--- config.mk ---
export PLATFORM = sky130hd
export DESIGN_NAME = mult_err_accum
export DESIGN_NICKNAME = d
export VERILOG_FILES = /design/src/rtl/mult_pkg.sv /design/src/rtl/mult_err_calc.sv /design/src/rtl/mult_err_accum.sv
export SDC_FILE = /design/constraint.sdc
export NUM_CORES = 1
export LEC_CHECK = 0
export ABC_AREA = 1
export BUFFER_PORTS_ARGS = -buffer_cell sky130_fd_sc_hd__buf_2
export CAP_MARGIN = 25
export CORE_MARGIN = 1.5
export CORE_UTILIZATION = 68
export DETAILED_ROUTE_END_ITERATION = 10
export PLACE_DENSITY = 0.94
export SETUP_SLACK_MARGIN = 0.02
export SLEW_MARGIN = 5
export SYNTH_ARGS = -nofsm -noshare
export SYNTH_HDL_FRONTEND = slang
export SYNTH_HIERARCHICAL = 1
export SYNTH_SLANG_ARGS = --single-unit
--- constraint.sdc ---
create_clock -name clk -period 14.1 [get_ports clk]
set_input_delay 1.41 -clock clk [delete_from_list [all_inputs] [get_ports clk]]
set_output_delay 1.41 -clock clk [all_outputs]
set_load 0.005 [all_outputs]
--- src/rtl/mult_pkg.sv ---
// -----------------------------------------------------------------------------
// mult_pkg
// Shared definitions for the approximate-multiplier error accumulator.
//   state_e      : run-control FSM states (IDLE, RUN, DRAIN, DONE)
//   prod_t       : product type for the default 16-bit operand width
//   sat_overflow : saturation helper; reports whether a widened sum no longer
//                  fits in an accumulator of acc_w bits
// -----------------------------------------------------------------------------
package mult_pkg;

    localparam int unsigned DEF_WIDTH = 16;

    // Widest sum the saturation helper can inspect. Accumulators up to
    // SAT_W-2 bits wide are supported.
    localparam int unsigned SAT_W = 128;

    typedef enum logic [1:0] {
        IDLE  = 2'd0,
        RUN   = 2'd1,
        DRAIN = 2'd2,
        DONE  = 2'd3
    } state_e;

    typedef logic [2*DEF_WIDTH-1:0] prod_t;

    // True when any bit at or above position acc_w is set, i.e. the sum
    // exceeded 2^acc_w - 1 and the accumulator must pin at all-ones.
    function automatic logic sat_overflow(input logic [SAT_W-1:0] sum,
                                          input int unsigned      acc_w);
        return (sum >> acc_w) != '0;
    endfunction

endpackage

--- src/rtl/mult_err_calc.sv ---
// -----------------------------------------------------------------------------
// mult_err_calc
// Two-stage error datapath: stage 1 registers the exact product and the
// approximate product, stage 2 registers |exact - approx|. A valid bit travels
// alongside each stage so downstream logic only sees accepted samples.
// Ports:
//   clk_i     : rising-edge clock
//   rst_ni    : synchronous active-low reset (clears valid pipeline and data)
//   valid_i   : sample accepted this cycle
//   in1_i     : multiplicand, unsigned
//   in2_i     : multiplier, unsigned
//   approx_i  : approximate product for in1_i * in2_i
//   valid_o   : err_o holds a valid absolute error
//   err_o     : absolute error, 2*WIDTH bits
// -----------------------------------------------------------------------------
module mult_err_calc #(
    parameter  int unsigned WIDTH = 16,
    localparam int unsigned PW    = 2 * WIDTH
) (
    input  logic             clk_i,
    input  logic             rst_ni,
    input  logic             valid_i,
    input  logic [WIDTH-1:0] in1_i,
    input  logic [WIDTH-1:0] in2_i,
    input  logic [PW-1:0]    approx_i,
    output logic             valid_o,
    output logic [PW-1:0]    err_o
);

    logic          v1_q;
    logic [PW-1:0] exact_d;
    logic [PW-1:0] exact_q;
    logic [PW-1:0] approx_q;

    logic          v2_q;
    logic [PW-1:0] err_d;
    logic [PW-1:0] err_q;

    // Operands are widened first so the product keeps all 2*WIDTH bits.
    assign exact_d = PW'(in1_i) * PW'(in2_i);

    // Unsigned magnitude of the difference, no sign bit kept.
    assign err_d = (exact_q >= approx_q) ? (exact_q - approx_q)
                                         : (approx_q - exact_q);

    always_ff @(posedge clk_i) begin
        if (!rst_ni) begin
            v1_q     <= 1'b0;
            exact_q  <= '0;
            approx_q <= '0;
            v2_q     <= 1'b0;
            err_q    <= '0;
        end else begin
            v1_q     <= valid_i;
            exact_q  <= exact_d;
            approx_q <= approx_i;
            v2_q     <= v1_q;
            err_q    <= err_d;
        end
    end

    assign valid_o = v2_q;
    assign err_o   = err_q;

endmodule

--- src/rtl/mult_err_accum.sv ---
// -----------------------------------------------------------------------------
// mult_err_accum
// Error-statistics accumulator placed behind the approximate multiplier. Over
// a run of NSAMP accepted samples it accumulates the saturating sum, the
// maximum and the count of nonzero absolute errors |in1*in2 - approx_prod|.
//
// Handshake: a sample transfers on a rising edge where in_valid && in_ready;
// in_ready is high only in RUN, and samples offered at any other time are
// dropped without effect.
//
// Ports:
//   clk, rst_n   : clock, synchronous active-low reset
//   start        : one-cycle pulse; in IDLE/DONE starts a run and clears stats
//   in_valid     : sample offered
//   in_ready     : sample accepted this cycle when in_valid is also high
//   in1, in2     : unsigned operands
//   approx_prod  : approximate product for in1/in2
//   busy         : high in RUN and DRAIN
//   done         : high in DONE; statistics are final
//   err_sum      : saturating sum of absolute errors
//   err_max      : largest absolute error of the run
//   err_cnt      : samples with nonzero error
//   samp_cnt     : samples accepted this run
//   state_dbg    : current FSM state, for observation only
//
// Timing: accept at edge t, stage 1 at t, stage 2 at t+1, statistics at t+2.
// The last accept moves to DRAIN at t and DONE at t+2, so done rises exactly
// when the final sample lands in the statistics. ACC_W must be >= 2*WIDTH and
// <= 126.
// -----------------------------------------------------------------------------
module mult_err_accum
    import mult_pkg::*;
#(
    parameter  int unsigned WIDTH = 16,
    parameter  int unsigned NSAMP = 1024,
    parameter  int unsigned ACC_W = 48,
    localparam int unsigned PW    = 2 * WIDTH,
    localparam int unsigned CW    = $clog2(NSAMP + 1)
) (
    input  logic             clk,
    input  logic             rst_n,
    input  logic             start,
    input  logic             in_valid,
    output logic             in_ready,
    input  logic [WIDTH-1:0] in1,
    input  logic [WIDTH-1:0] in2,
    input  logic [PW-1:0]    approx_prod,
    output logic             busy,
    output logic             done,
    output logic [ACC_W-1:0] err_sum,
    output logic [PW-1:0]    err_max,
    output logic [CW-1:0]    err_cnt,
    output logic [CW-1:0]    samp_cnt,
    output state_e           state_dbg
);

    // ------------------------------------------------------------------
    // Control signals
    // ------------------------------------------------------------------
    state_e state_q, state_d;
    logic   drain_q, drain_d;   // counts the two DRAIN cycles
    logic   accept;
    logic   clear_stats;
    logic   last_samp;

    logic             err_vld;
    logic [PW-1:0]    err_w;

    logic [ACC_W-1:0] err_sum_q, err_sum_d;
    logic [PW-1:0]    err_max_q, err_max_d;
    logic [CW-1:0]    err_cnt_q, err_cnt_d;
    logic [CW-1:0]    samp_cnt_q, samp_cnt_d;
    logic [ACC_W:0]   sum_wide;

    assign last_samp = (samp_cnt_q == CW'(NSAMP - 1));

    // ------------------------------------------------------------------
    // FSM: state register
    // ------------------------------------------------------------------
    always_ff @(posedge clk) begin
        if (!rst_n) begin
            state_q <= IDLE;
            drain_q <= 1'b0;
        end else begin
            state_q <= state_d;
            drain_q <= drain_d;
        end
    end

    // ------------------------------------------------------------------
    // FSM: next state. start is only honoured in IDLE and DONE.
    // ------------------------------------------------------------------
    always_comb begin
        state_d = state_q;
        drain_d = 1'b0;
        unique case (state_q)
            IDLE: begin
                if (start) state_d = RUN;
            end
            RUN: begin
                if (accept && last_samp) state_d = DRAIN;
            end
            DRAIN: begin
                // Two cycles: drain_q is 0 on entry, 1 on the second cycle.
                drain_d = !drain_q;
                if (drain_q) state_d = DONE;
            end
            DONE: begin
                if (start) state_d = RUN;
            end
            default: state_d = IDLE;
        endcase
    end

    // ------------------------------------------------------------------
    // FSM: outputs
    // ------------------------------------------------------------------
    always_comb begin
        in_ready    = 1'b0;
        busy        = 1'b0;
        done        = 1'b0;
        clear_stats = 1'b0;
        unique case (state_q)
            IDLE:  clear_stats = start;
            RUN: begin
                in_ready = 1'b1;
                busy     = 1'b1;
            end
            DRAIN: busy = 1'b1;
            DONE: begin
                done        = 1'b1;
                clear_stats = start;
            end
            default: ;
        endcase
    end

    assign accept    = in_valid && in_ready;
    assign state_dbg = state_q;

    // ------------------------------------------------------------------
    // Error datapath (stages 1 and 2)
    // ------------------------------------------------------------------
    mult_err_calc #(
        .WIDTH (WIDTH)
    ) u_calc (
        .clk_i    (clk),
        .rst_ni   (rst_n),
        .valid_i  (accept),
        .in1_i    (in1),
        .in2_i    (in2),
        .approx_i (approx_prod),
        .valid_o  (err_vld),
        .err_o    (err_w)
    );

    // ------------------------------------------------------------------
    // Counters and accumulators
    // ------------------------------------------------------------------
    // One extra bit catches the carry out of the accumulator.
    assign sum_wide = {1'b0, err_sum_q} + {{(ACC_W + 1 - PW){1'b0}}, err_w};

    always_comb begin
        err_sum_d  = err_sum_q;
        err_max_d  = err_max_q;
        err_cnt_d  = err_cnt_q;
        samp_cnt_d = samp_cnt_q;
        if (clear_stats) begin
            // Pipeline is empty in IDLE/DONE, so nothing is lost here.
            err_sum_d  = '0;
            err_max_d  = '0;
            err_cnt_d  = '0;
            samp_cnt_d = '0;
        end else begin
            if (accept) begin
                samp_cnt_d = samp_cnt_q + CW'(1);
            end
            if (err_vld) begin
                if (sat_overflow({{(SAT_W - ACC_W - 1){1'b0}}, sum_wide}, ACC_W)) begin
                    err_sum_d = '1;
                end else begin
                    err_sum_d = sum_wide[ACC_W-1:0];
                end
                if (err_w > err_max_q) begin
                    err_max_d = err_w;
                end
                if (err_w != '0) begin
                    err_cnt_d = err_cnt_q + CW'(1);
                end
            end
        end
    end

    always_ff @(posedge clk) begin
        if (!rst_n) begin
            err_sum_q  <= '0;
            err_max_q  <= '0;
            err_cnt_q  <= '0;
            samp_cnt_q <= '0;
        end else begin
            err_sum_q  <= err_sum_d;
            err_max_q  <= err_max_d;
            err_cnt_q  <= err_cnt_d;
            samp_cnt_q <= samp_cnt_d;
        end
    end

    assign err_sum  = err_sum_q;
    assign err_max  = err_max_q;
    assign err_cnt  = err_cnt_q;
    assign samp_cnt = samp_cnt_q;

endmodule

Word level (Yosys, flattened, before mapping)
Cells that the tools add are included.

Bits in registers: 203. Output and inout bits: 107. Input bits: 68.

Multipliers: 1. Equal/unequal tests: 7. Add/sub/neg operators: 5. Bitwise gates (word level): 1. Muxes and demuxes: 10. Reduce and logical (&&, ||, !) cells: 12. $lt $le $gt $ge: 2.

Operators with widths (count): subtractor 32 bit (2); adder 48 x 32 -> 49 bit (1); 2-to-1 mux 48 bit (1); greater-or-equal comparator 32 bit (1); > comparator 32 bit (1); multiplier 16 x 16 -> 32 bit (1); 2-to-1 mux 32 bit (1); nonzero test 32 bit (1); adder 11 x 1 -> 11 bit (second input constant) (2); equality test 11 x 10 -> 1 bit (second input constant) (1); 2-to-1 mux 2 bit (3); one-hot mux 2 bit (3 select lines) (1); AND reduction 2 bit (3); OR reduction 2 bit (3); equality test 2 bit (second input constant) (2); 2-to-1 mux 1 bit (4); != test 2 bit (second input constant) (2); AND reduction 3 bit (1); equality test 2 x 1 -> 1 bit (second input constant) (1); logical AND 1 bit (2); zero test 2 bit (1); != test 2 x 1 -> 1 bit (second input constant) (1); zero test 1 bit (1); inverter 1 bit (1).

Longest topological paths before layout
Word-level depth: 6. Depth in mapped cells: 26. Gate-level depth less buffers: 24.

By module
The synthesis kept the hierarchy.

By module, submodules not included: mult_err_calc (cells an instance 2497, area an instance 16580.9 um^2, instances 1); mult_err_accum (cells an instance 1303, area an instance 8388.0 um^2, instances 1).

Worst setup path before layout
Ideal clock, no wire load.

Path kind: input-to-reg. From: input port in1[7]. To: register u_calc.exact_q[28]. Library setup time: 0.115 ns. Buffers on the path: 2. Cell stages on the path: 22. Setup slack: 7.690 ns. Arrival: 6.295 ns. Cells stage by stage: clkbuf_1 > clkbuf_1 > nand2_1 > fa_1 > inv_1 > fa_1 > inv_1 > fa_1 > inv_1 > fa_1 > fa_1 > inv_1 > fa_1 > inv_1 > ha_1 > nand2_1 > nor2_1 > inv_1 > nor4_1 > nand2_1 > a21oi_1 > nor2_1.

Cells in the longest elaborated chain, start to end: 1.

Ends and longest elaborated chain: start: declaration (line mult_err_accum.sv:45) `input logic [WIDTH-1:0] in1,`; multiplier 16 x 16 -> 32 bit (line mult_err_calc.sv:40) `assign exact_d = PW'(in1_i) * PW'(in2_i);`; end signal: assignment (line mult_err_calc.sv:55) `exact_q <= exact_d;`; end: declaration (line mult_err_calc.sv:32) `logic [PW-1:0] exact_q;`.

Every way passes these cells. A chain may end at the register's enable or synchronous reset.

Worst setup path after layout
From: input port in1[7]. To: register u_calc.exact_q[19].

The elaborated chain is that of the path after synthesis.

==> results.ini <==
[clocking]
clkTransAtPathRegs_ns=0.06
cts_htree_levels=1
cts_post_setup_buffers_inserted=0
number_of_clock_buffers_inserted_by_tritoncts=22
post_cts_hold_buffer_count=0
post_cts.resized_instances=0
worstSkewPairLatency_ns=0.55
ctsLongestPathBuffers=3
cts_tree=yes
clock_tree.root_cell=sky130_fd_sc_hd__clkbuf_16
clkSinkCount=203

[floorplanning]
dieWidth_um=195
std_cell_rows=70
die_area_um2=37900
initial_core_util_pct=68.7
core-area_um2=36300
die_height_um=195
design.portCount=175

[logic_synthesis]
post-synth-top-area-fraction_pct=17.1
netlist-cell-type-count=50
syn_avg_cell_area_um2=6.57
ys_top_cells_by_count=sky130_fd_sc_hd__nand2_1, sky130_fd_sc_hd__inv_1, sky130_fd_sc_hd__nor2_1, sky130_fd_sc_hd__ha_1, sky130_fd_sc_hd__a21oi_1
synth_edf_count=0
synthFlopType=sky130_fd_sc_hd__dfxtp_1
postSynth.asyncResetShare_pct=0
ys_seq_elements=203
yosysTopAreaCell=sky130_fd_sc_hd__nand2_1
synth_area_leaders=sky130_fd_sc_hd__nand2_1, sky130_fd_sc_hd__dfxtp_1, sky130_fd_sc_hd__fa_1
synth_warnings=6
synth_area_um2=25000
synthesis.instances=3800
syn_nets=4302
synthMostInstantiatedCell=sky130_fd_sc_hd__nand2_1
synth.yosys.seq_area_share_pct=16.3

[setup_path]
end_kind=flop
timing.critical_path.required_ns=14.50
critical_path_class=input port to flop
cp_data_arrival_time_ns=6.85
critical_path_peak_fanout=16
regToRegStartpoint=u_calc/err_o[0]
startpoint_type=input port
timing.critical_path.from=in1[7]

[global_routing]
via_count_of_the_first_global_routing_pass=23300
global_route_met3_usage_pct=5.50
grt.total_usage_pct=36.7
met2_usage_pct=61.0
busiest_layer_in_global_routing=met2
grt_max_degree=87
globalRouteMet1Util_pct=47.7
grt_pass1_wl_um=113000
global_route.overflow_total=0
antenna_found_initial=2

[sta]
setup-violations-final=0
grt_setup_unrepaired=no
final_period_minus_worst_setup_slack_ns=6.45
final-hold-violation-count=0
max_freq_ghz=0.155
fin_setup_tns_ns=0
report.final.slew_viol_count=0
max_slew.worst_pin.slew_ns=0.914
clock_skew_ns=0.0328
finalCritPeriodShare_pct=45.8
slew_headroom_pct=39.1

[pwr]
comb_power_share_pct=76.4
power.leakage_nw=15.1
seq_power_share_pct=13.7
cellInternalPower_w=0.00249
pwr_density_cell_nw_per_um2=220
totalPowerFinal_w=0.00584
peakVddDrop_v=0.000300
power_switching_share_pct=57.4
power.net_switching_w=0.00335
clock_power_share_pct=9.9

[route]
remaining_drc_errors=0
detail-route-antenna-nets=0
drt-wirelength-per-cell_um=15.8
drt-pass1-iter-count=6
via_count=24100
avgViaCountPerCell=5.54
drt_first_iter_violations=2545
detail_route.wirelength_um=69000

[placement]
io_buffer_count=174
place_congestion=1.00
hpwlAfterDp_um=54300

[status]
outcome=finished, final reports clean

[cells_and_area]
post_route_cells_drive_above_1_share_pct=8.25
filler_cell_count=2914
post-route-util_pct=73.0
multiInputGateArea_um2=17100
num-nets-final=4378
seqCellArea_um2=4060
area_delta_synth_final_pct=6.33

[flow_run]
maxCapViolations=0

[hold_path]
hold_path_class=flop to flop
worstHoldStart=drain_q

## metrics by stage
| stage | cells | setup slack [ns] | instance area (um^2) | hold slack, ns |
|---|---|---|---|---|
| floorplan | 3800 | 7.69 | 25000 | 0.390 |
| global placement | 4319 | 7.35 | 25800 | 0.393 |
| detailed placement | 4319 | 7.24 | 25800 | 0.413 |
| CTS | 4356 | 7.77 | 26500 | 0.424 |
| global route | 4357 | 7.44 | 26500 | 0.441 |
| finish | 4358 | 7.65 | 26500 | 0.420 |
## registers in the layout, summed over array words and instances (netlist names)
| name | cells |
|---|---|
| state_dbg | 2 |
| u_calc/valid_o | 1 |
| drain_q | 1 |
| err_cnt | 11 |
| err_sum | 48 |
| samp_cnt | 11 |
| u_calc/err_o | 32 |
| u_calc/v1_q | 1 |
| err_max | 32 |
| u_calc/approx_q | 32 |
| u_calc/exact_q | 32 |
## power groups by stage
stage | clock, W | combinational (W) | sequential, W
after global placement | 0 | 0.00415 | 0.000805
after floorplan | 0 | 0.00323 | 0.000750
final | 0.000581 | 0.00446 | 0.000800
after global routing | 0.000604 | 0.00497 | 0.000807
after detailed placement | 0 | 0.00426 | 0.000806
after CTS | 0.000586 | 0.00431 | 0.000796
## worst paths after layout
| kind | endpoint | slack (ns) | cells past startpoint |
|---|---|---|---|
| max | u_calc/exact_q[19] | 7.65 | 21 |
| min reg2reg | drain_q | 0.42 | 1 |
| max reg2reg | err_max[13] | 11.28 | 9 |
| min | drain_q | 0.42 | 1 |
## cell type report
cell class	instances	share of cell area [%]
Antenna cell	1	0.00943
Clock buffer	24	2.10
Clock inverter	13	0.523
Inverter	853	12.1
Multi-Input combinational cell	2616	64.3
Sequential cell	203	15.3
Tap cell	468	2.21
Timing Repair Buffer	180	3.50
## logic make-up after synthesis
family	Yosys count	share of synthesized area, %
and+or+nand+nor	1751	29.5
xor gates and xnor gates	70	2.46
AOI/OAI and AO/OA	361	8.62
buffers and inverters	981	15.4
DFF	203	16.3
adders and majority gates	434	27.7
## placed cells by master (no fill, tap or decap), types with 7 or more instances in the layout
cell type and instances:
sky130_fd_sc_hd__a21oi_4 21, sky130_fd_sc_hd__nor2_2 8, sky130_fd_sc_hd__o21ai_0 83, sky130_fd_sc_hd__clkbuf_16 22, sky130_fd_sc_hd__nor3_1 38, sky130_fd_sc_hd__nand3_1 141
sky130_fd_sc_hd__nand2_1 1138, sky130_fd_sc_hd__o21ai_1 8, sky130_fd_sc_hd__xnor2_1 33, sky130_fd_sc_hd__ha_1 237, sky130_fd_sc_hd__nand4_1 26, sky130_fd_sc_hd__nor2_1 290
sky130_fd_sc_hd__inv_2 12, sky130_fd_sc_hd__o21bai_1 12, sky130_fd_sc_hd__fa_1 197, sky130_fd_sc_hd__buf_2 174, sky130_fd_sc_hd__xor2_1 37, sky130_fd_sc_hd__nand3b_1 40
sky130_fd_sc_hd__a21oi_2 11, sky130_fd_sc_hd__a21o_1 7, sky130_fd_sc_hd__dfxtp_1 203, sky130_fd_sc_hd__nor4_1 11, sky130_fd_sc_hd__a21oi_1 212, sky130_fd_sc_hd__nand3_2 8
sky130_fd_sc_hd__nand2_2 25, sky130_fd_sc_hd__inv_1 837
## critical path, stage by stage
cell                      delay, ns
sky130_fd_sc_hd__buf_2         0.33
sky130_fd_sc_hd__nand2_1       0.15
sky130_fd_sc_hd__fa_1          0.55
sky130_fd_sc_hd__inv_1         0.07
sky130_fd_sc_hd__fa_1          0.51
sky130_fd_sc_hd__inv_1         0.06
sky130_fd_sc_hd__fa_1          0.54
sky130_fd_sc_hd__inv_1         0.06
sky130_fd_sc_hd__fa_1          0.45
sky130_fd_sc_hd__fa_1          0.49
sky130_fd_sc_hd__inv_1         0.05
sky130_fd_sc_hd__fa_1          0.47
sky130_fd_sc_hd__inv_1         0.06
sky130_fd_sc_hd__ha_1          0.38
sky130_fd_sc_hd__a21o_1        0.24
sky130_fd_sc_hd__a21oi_1       0.27
sky130_fd_sc_hd__nand2_1       0.22
sky130_fd_sc_hd__nand2_1       0.10
sky130_fd_sc_hd__nand2_1       0.07
sky130_fd_sc_hd__nand2_1       0.06
sky130_fd_sc_hd__nor3b_1       0.31
## per-layer routing
layer | up-vias | wire length [um]
met5 | - | 0
met4 | 0 | 3280
met3 | 271 | 7040
met2 | 1367 | 31300
met1 | 10900 | 27400
li1 | 11600 | -
(Power assumes the default switching activity.)
